===== src/rtl/pc_bpu_pkg.sv =====
// Shared definitions for the fetch PC unit: counter encodings, default BTB
// geometry and the saturating 2-bit counter step.
package pc_bpu_pkg;

    typedef enum logic [1:0] {
        SNT = 2'd0,
        WNT = 2'd1,
        WT  = 2'd2,
        ST  = 2'd3
    } cnt_e;

    localparam int DEF_PC_WIDTH    = 32;
    localparam int DEF_BTB_ENTRIES = 16;
    localparam int DEF_TAG_WIDTH   = 10;
    localparam int PC_INC          = 4;

    function automatic logic [1:0] cnt_next(input logic [1:0] c, input logic taken);
        if (taken) begin
            return (c == ST) ? c : c + 2'd1;
        end
        return (c == SNT) ? c : c - 2'd1;
    endfunction

endpackage


===== src/rtl/pc_bpu_btb.sv =====
// Direct-mapped branch target buffer: combinational lookup on the fetch PC and
// a training port fed from EX, one write per cycle.
module pc_bpu_btb
    import pc_bpu_pkg::*;
#(
    parameter int         PC_WIDTH    = DEF_PC_WIDTH,
    parameter int         BTB_ENTRIES = DEF_BTB_ENTRIES,
    parameter int         TAG_WIDTH   = DEF_TAG_WIDTH,
    parameter logic [1:0] CNT_INIT    = WNT
) (
    input  logic                clk,
    input  logic                rst,
    input  logic [PC_WIDTH-1:0] lookup_pc,
    output logic                lookup_taken,
    output logic [PC_WIDTH-1:0] lookup_target,
    input  logic                train_en,
    input  logic [PC_WIDTH-1:0] train_pc,
    input  logic                train_taken,
    input  logic                train_jmp,
    input  logic [PC_WIDTH-1:0] train_target
);

    localparam int IDX_W  = $clog2(BTB_ENTRIES);
    localparam int TAG_LO = IDX_W + 2;
    localparam int TAG_HI = TAG_LO + TAG_WIDTH - 1;

    logic [BTB_ENTRIES-1:0]        valid_q;
    logic [BTB_ENTRIES-1:0]        jmp_q;
    logic [BTB_ENTRIES-1:0][1:0]   cnt_q;
    logic [TAG_WIDTH-1:0]          tag_q    [BTB_ENTRIES];
    logic [PC_WIDTH-1:0]           target_q [BTB_ENTRIES];

    logic [IDX_W-1:0]     lk_idx, tr_idx;
    logic [TAG_WIDTH-1:0] lk_tag, tr_tag;
    logic                 lk_hit, tr_hit;
    logic                 unused_lk, unused_tr;

    assign lk_idx    = lookup_pc[IDX_W+1:2];
    assign lk_tag    = lookup_pc[TAG_HI:TAG_LO];
    assign tr_idx    = train_pc[IDX_W+1:2];
    assign tr_tag    = train_pc[TAG_HI:TAG_LO];
    // Byte-offset and above-tag bits take no part in indexing or matching.
    assign unused_lk = ^{lookup_pc[1:0], lookup_pc >> (TAG_HI + 1)};
    assign unused_tr = ^{train_pc[1:0], train_pc >> (TAG_HI + 1)};

    assign lk_hit        = valid_q[lk_idx] && (tag_q[lk_idx] == lk_tag);
    assign tr_hit        = valid_q[tr_idx] && (tag_q[tr_idx] == tr_tag);
    assign lookup_taken  = lk_hit && (jmp_q[lk_idx] || cnt_q[lk_idx][1]);
    assign lookup_target = target_q[lk_idx];

    // Control state: valid bits and counters are cleared by reset.
    always_ff @(posedge clk) begin
        if (rst) begin
            valid_q <= '0;
            cnt_q   <= {BTB_ENTRIES{CNT_INIT}};
        end else if (train_en) begin
            if (tr_hit) begin
                cnt_q[tr_idx] <= cnt_next(cnt_q[tr_idx], train_taken);
            end else if (train_taken) begin
                valid_q[tr_idx] <= 1'b1;
                cnt_q[tr_idx]   <= train_jmp ? 2'(WT) : cnt_next(CNT_INIT, 1'b1);
            end
        end
    end

    // Payload: only meaningful behind a valid bit, so it carries no reset.
    always_ff @(posedge clk) begin
        if (!rst && train_en && train_taken) begin
            tag_q[tr_idx]    <= tr_tag;
            target_q[tr_idx] <= train_target;
            jmp_q[tr_idx]    <= train_jmp;
        end
    end

endmodule


===== src/rtl/pc_bpu.sv =====
// Fetch PC register with BTB-based prediction, EX mispredict detection and
// the next-pc priority mux.
module pc_bpu
    import pc_bpu_pkg::*;
#(
    parameter int                  PC_WIDTH    = DEF_PC_WIDTH,
    parameter int                  BTB_ENTRIES = DEF_BTB_ENTRIES,
    parameter int                  TAG_WIDTH   = DEF_TAG_WIDTH,
    parameter logic [PC_WIDTH-1:0] RESET_PC    = '0,
    parameter logic [1:0]          CNT_INIT    = WNT
) (
    input  logic                clk,
    input  logic                rst,
    input  logic                cpu_en,
    input  logic                pc_stall,
    input  logic                ctrl_redirect,
    input  logic [PC_WIDTH-1:0] ctrl_pc,
    input  logic                ex_valid,
    input  logic                ex_is_jmp,
    input  logic [PC_WIDTH-1:0] ex_pc,
    input  logic                ex_taken,
    input  logic [PC_WIDTH-1:0] ex_target,
    input  logic                ex_predt_taken,
    input  logic [PC_WIDTH-1:0] ex_predt_target,
    output logic [PC_WIDTH-1:0] pc,
    output logic                predt_taken,
    output logic [PC_WIDTH-1:0] predt_target,
    output logic                mispredict
);

    logic [PC_WIDTH-1:0] pc_q, pc_next, pc_inc, redirect_pc, btb_target;
    logic                btb_taken;

    pc_bpu_btb #(
        .PC_WIDTH    (PC_WIDTH),
        .BTB_ENTRIES (BTB_ENTRIES),
        .TAG_WIDTH   (TAG_WIDTH),
        .CNT_INIT    (CNT_INIT)
    ) u_btb (
        .clk           (clk),
        .rst           (rst),
        .lookup_pc     (pc_q),
        .lookup_taken  (btb_taken),
        .lookup_target (btb_target),
        .train_en      (cpu_en && ex_valid),
        .train_pc      (ex_pc),
        .train_taken   (ex_taken),
        .train_jmp     (ex_is_jmp),
        .train_target  (ex_target)
    );

    assign pc           = pc_q;
    assign pc_inc       = pc_q + PC_WIDTH'(PC_INC);
    assign predt_taken  = btb_taken;
    assign predt_target = btb_taken ? btb_target : pc_inc;

    assign mispredict  = ex_valid && ((ex_taken != ex_predt_taken) ||
                                      (ex_taken && (ex_target != ex_predt_target)));
    assign redirect_pc = ex_taken ? ex_target : ex_pc + PC_WIDTH'(PC_INC);

    // A mispredict beats a stall: the stalled instruction is being flushed.
    always_comb begin
        pc_next = pc_inc;
        if (ctrl_redirect) begin
            pc_next = ctrl_pc;
        end else if (mispredict) begin
            pc_next = redirect_pc;
        end else if (pc_stall) begin
            pc_next = pc_q;
        end else if (predt_taken) begin
            pc_next = predt_target;
        end
    end

    always_ff @(posedge clk) begin
        if (rst) begin
            pc_q <= RESET_PC;
        end else if (cpu_en) begin
            pc_q <= pc_next;
        end
    end

endmodule


===== config.mk =====
export PLATFORM = sky130hd
export DESIGN_NAME = pc_bpu
export DESIGN_NICKNAME = d
export VERILOG_FILES = /design/src/rtl/pc_bpu_pkg.sv /design/src/rtl/pc_bpu_btb.sv /design/src/rtl/pc_bpu.sv
export SDC_FILE = /design/constraint.sdc
export NUM_CORES = 1
export LEC_CHECK = 0
export BUFFER_PORTS_ARGS = -buffer_cell sky130_fd_sc_hd__buf_2
export CAP_MARGIN = 0
export CORE_UTILIZATION = 55
export DETAILED_ROUTE_END_ITERATION = 6
export GPL_TIMING_DRIVEN = 0
export PLACE_DENSITY_LB_ADDON = 0.12
export SLEW_MARGIN = 0
export SYNTH_ARGS = -nofsm -noshare
export SYNTH_HDL_FRONTEND = slang
export SYNTH_SLANG_ARGS = --single-unit

===== constraint.sdc =====
create_clock -name clk -period 4.64 [get_ports clk]
set_input_delay 0.232 -clock clk [delete_from_list [all_inputs] [get_ports clk]]
set_output_delay 0.232 -clock clk [all_outputs]
set_load 0.03 [all_outputs]

## Yosys cells after proc, flatten, opt, wreduce, memory -nomap -nowiden

Memories as Yosys holds them, arrays and structs flattened. A register that Yosys moved wholly into a read port is not among the register bits.
Cells that the tools add are included.

- Register bits: 96
- Memory bits (writable): 672
- Bits of input ports: 137
- Output and inout port bits: 66
- Memories: 2

- $add $sub $neg: 4
- Magnitude comparators: 3
- Eq/ne operators: 6
- Mux-type cells: 41
- Bitwise logic cells: 5
- Reductions and logical operators: 17

Memory list:

| name | depth | width | rd ports | clocked after memory_dff | wr ports | RTL line | source |
|---|---|---|---|---|---|---|---|
| u_btb.target_q | 16 | 32 | 1 | 1 | 1 | pc_bpu_btb.sv:31 | `logic [PC_WIDTH-1:0] target_q [BTB_ENTRIES];` |
| u_btb.tag_q | 16 | 10 | 2 | 1 | 1 | pc_bpu_btb.sv:30 | `logic [TAG_WIDTH-1:0] tag_q [BTB_ENTRIES];` |

Operators by type and width:

| operator | count |
|---|---|
| 32-bit 2-to-1 mux | 8 |
| 32-bit by 3-bit adder with 32-bit output (second input constant) | 2 |
| 32-bit bitwise mux | 1 |
| 32-bit inequality test | 1 |
| 16-bit OR | 2 |
| 10-bit == test | 2 |
| 2-bit 2-to-1 mux | 10 |
| 16-bit bitwise AND | 1 |
| 2-bit binary-select mux with 4-bit select | 2 |
| 16-bit bitwise mux | 1 |
| 4-bit 2-to-1 mux | 4 |
| 16-bit inverter | 1 |
| 1-bit binary-select mux with 4-bit select | 3 |
| 4-bit by 5-bit < comparator with 1-bit output (second input constant) | 2 |
| 1-bit 2-to-1 mux | 10 |
| 1-bit logical AND | 9 |
| 2-bit demux with 4-bit select | 1 |
| 1-bit demux with 4-bit select | 1 |
| 4-bit by 1-bit greater-or-equal comparator with 1-bit output (second input constant) | 1 |
| 2-bit AND reduction | 2 |
| 3-bit by 1-bit inequality test with 1-bit output (second input constant) | 1 |
| 3-bit AND reduction | 1 |
| 2-bit by 1-bit adder with 2-bit output (second input constant) | 1 |
| 2-bit == test (second input constant) | 1 |
| other kinds (7) | 8 |

## Longest topological paths before layout

- Depth in word-level cells: 12
- Gate-level depth with buffers: 14
- Gate-level depth less buffers: 9

## Cells and area by module

From an unflattened synthesis, not the netlist that was laid out.

- Cells, all modules: 1958
- Area, all modules: 33986.3 sq um

Modules (own cells, without submodules):

| module | instances | cells each | area each (sq um) | sequential area each (sq um) |
|---|---|---|---|---|
| pc_bpu_btb | 1 | 1408 | 29911.2 | 21620.7 |
| pc_bpu | 1 | 550 | 4075.2 | 640.6 |

## Worst setup path after synthesis

No wires, ideal clock.

- Kind: input-to-reg
- From: input ex_pc[4]
- To: register u_btb.jmp_q[7], enable pin
- Library setup time: 0.443 ns
- Arrival: 3.413 ns
- Required time: 4.197 ns
- Setup slack: 0.784 ns
- Cell stages on the path: 6
- Path buffers: 3
- Cells stage by stage: buf_2 -> clkbuf_1 -> clkbuf_1 -> nor2b_1 -> nand2_1 -> nor2_1

RTL lines:

| element | RTL line | source |
|---|---|---|
| start: declaration | pc_bpu.sv:20 | `input logic [PC_WIDTH-1:0] ex_pc,` |
| end signal: indexed assignment | pc_bpu_btb.sv:71 | `jmp_q[tr_idx] <= train_jmp;` |
| end: declaration | pc_bpu_btb.sv:28 | `logic [BTB_ENTRIES-1:0] jmp_q;` |

==> qor.yml <==
endpoint_kind: "output pin"
grt_pass1_vias: 21100
die_w_um: 251
ys_seq_area_share_pct: 65.7
dp_cells: 2950
setup_viol: 0
ys_top_cells_by_count: "edfxtp_1 (688), mux4_2 (260), dfxtp_1 (84)"
path_clk_slew_ns: 0.07
slew_headroom_pct: 27.5
initial_core_util_pct: 56.0
io_buffers: 197
die_y_um: 251
hp-class: "primary input to register"
hpwl_mm: 75.5
cts.path.max_buffers: 3
yosysMostFrequentCell: "edfxtp_1"
critPathLaunchType: "register"
num_rows: 90
p_int_mw: 11.9
irDropWorstVdd_mv: 0.318
cellLeakagePower_nw: 12.9
routed_wl_mm: 109
seqPwrFrac_pct: 48.4
slowest_delay_ns: 0.59
grt_use_total_pct: 35.2
crit_type: "register to output pin"
drive_gt1_share_pct: 32.7
period_minus_slack_ns: 4.54
cpMostUsedCell: "mux4_2"
hold_viol: 0
vias_per_cell: 6.90
clk_latency_ns: 0.64
yosys.area.top_type_share_pct: 60.8
post-route-period-util_pct: 97.9
syn_avg_cell_area_um2: 17.5
cts_tree: "built"
syn_to_final_growth_pct: 17.9
synthesis.area_mm2: 0.0340
worstMarginPinSlew_ns: 1.08
wl_per_cell_um: 34.7
io_pins: 203
gp_congestion: 0.983
finalClockSkew_ns: 0.0287
finalNonFillerCells: 3129
cts.sinks: 772
outcome: "finished clean"
core_mm2: 0.0607
dr.pass1.iters: 6
grt_pass1_wl_mm: 154
cp.required_ns: 4.41
synth_cell_types: 73
synth_warnings: 0
cellPowerDensity_mw_per_mm2: 395
gr-total-overflow: 0
final_util_pct: 66.1
first_iter_violations: 3083
die_area_mm2: 0.0628
synth_edf_count: 688
synthCells: 1938
max_freq_mhz: 220
p_comb_share_pct: 11.1
drc_errors: 0
p_clk_share_pct: 40.5
cts_made_buffers: 79
fin_nets: 2424
root_buffer: "clkbuf_16"
drv_slew: 0
yosys.area.top_type: "edfxtp_1"
ys.flop_type: "edfxtp_1"
cp_slowest_cell: "clkbuf_1"
async_flop_share_pct: 0
num_vias: 21600
grt_max_degree: 23
synth_seq_cells: 772
htreeDepth: 3
ant_nets: 0
arrival_ns: 4.31
path_cells: "buf_6 > clkbuf_4 > buf_4 > clkbuf_1 > clkbuf_2 > mux4_2 > mux4_2 > o21a_1 > buf_2"
switchingPower_mw: 3.90
antenna_found_initial: 7
switching_share_pct: 24.7
synth_area_leaders: "edfxtp_1 (61%), mux4_2 (17%), dfxtp_1 (4.9%)"
synth_fp_nets: 2080
path_max_fanout: 10
max-cap-violations: 0
## layout make-up
type	count	area (µm²)
Tap cell	782	978
Clock inverter	56	572
Antenna cell	1	2.50
Timing Repair Buffer	264	2000
Clock buffer	89	2040
Multi-Input combinational cell	1015	11300
Fill cell	4179	20600
Inverter	16	60.1
Buffer	134	783
Sequential cell	772	22300
## final timing paths
kind,startpoint,end,cells past startpoint,slack (ns)
max,register,predt_target[22],9,0.1
min,ex_target[25],u_btb.target_q[13][25],1,0.02
max reg2reg,register,pc[4],13,0.67
min reg2reg,u_btb.cnt_q[18],u_btb.cnt_q[18],1,0.49
## cell usage in the layout, fill, tap and decap left out, drive strengths merged, types with 16 or more instances in the layout
master / n
mux2i: 31
xor2: 67
o211ai: 22
nor2: 68
clkinv: 45
inv: 17
dlygate4sd3: 32
dfxtp: 84
and3: 16
a211oi: 21
o21a: 22
nand3: 40
a221o: 16
o21ai: 61
xnor2: 41
nand2: 77
a221oi: 18
mux4: 260
a21oi: 55
clkbuf: 164
buf: 289
o31ai: 29
edfxtp: 688
nand4: 24
## registers in the layout (all words and copies together), names as in the netlist, named ones only
name and count:
u_btb.tag_q 160, u_btb.target_q 512, pc 32, u_btb.cnt_q 32, u_btb.jmp_q 16, u_btb.valid_q 16
## critical path: cells and delay by family, from the launching register on
family | cells | cell delay (ns)
buffers and inverters | 6 | 2.14
multiplexers | 2 | 0.95
flip-flops | 1 | 0.33
AO/OA/AOI/OAI | 1 | 0.24
## cells by family (layout without fill, tap and decap cells)
family          count (synthesis)  count (layout)  synth area share, %
flops                         772             772                 65.7
simple gates                  301             301                 4.49
compound gates                300             300                 6.31
mux                           300             300                 18.4
buf+inv                       151             559                 2.07
xor+xnor                      108             108                 2.78
fa+ha+maj                       6               6                0.213
other cells                     0               1                    0
## stage by stage
stage / TNS (ns) / setup WS (ns) / area [µm²] / hold WS [ns] / power (mW)
after floorplan: 0 / 0.784 / 34000 / 0.331 / 8.77
after global placement: -1945.31 / -3.20 / 36000 / 0.468 / 9.42
after detailed placement: -1.82 / -0.316 / 36800 / 0.472 / 9.45
after CTS: 0 / 0.00131 / 39900 / 0.000663 / 15.8
after global routing: -0.0128 / -0.0128 / 40100 / 0.0109 / 16.2
final: 0 / 0.0995 / 40100 / 0.0182 / 15.8
## power by group through the flow
stage          clock network (mW)  logic (mW)  registers, mW
5_1_grt                      6.71        1.83           7.66
3_3_place_gp                    0        1.61           7.81
3_5_place_dp                    0        1.64           7.81
2_1_floorplan                   0       0.932           7.83
6_report                     6.40        1.75           7.66
4_1_cts                      6.45        1.70           7.66
## per-layer routing
layer / wire length, µm / GRT usage [%]
met5: 38 / 0
met4: 3650 / 10.6
met3: 13800 / 10.5
met2: 48800 / 52.0
met1: 42300 / 50.9
## repair_timing
action                     4_1_cts  5_1_grt
hold buffers                    32        0
hold endpoints to repair       181        0
setup buffers                    2        0
pin swaps                        2        1
resized for setup               60       46
setup endpoints to repair       38       31
(Power assumes the default switching activity.)
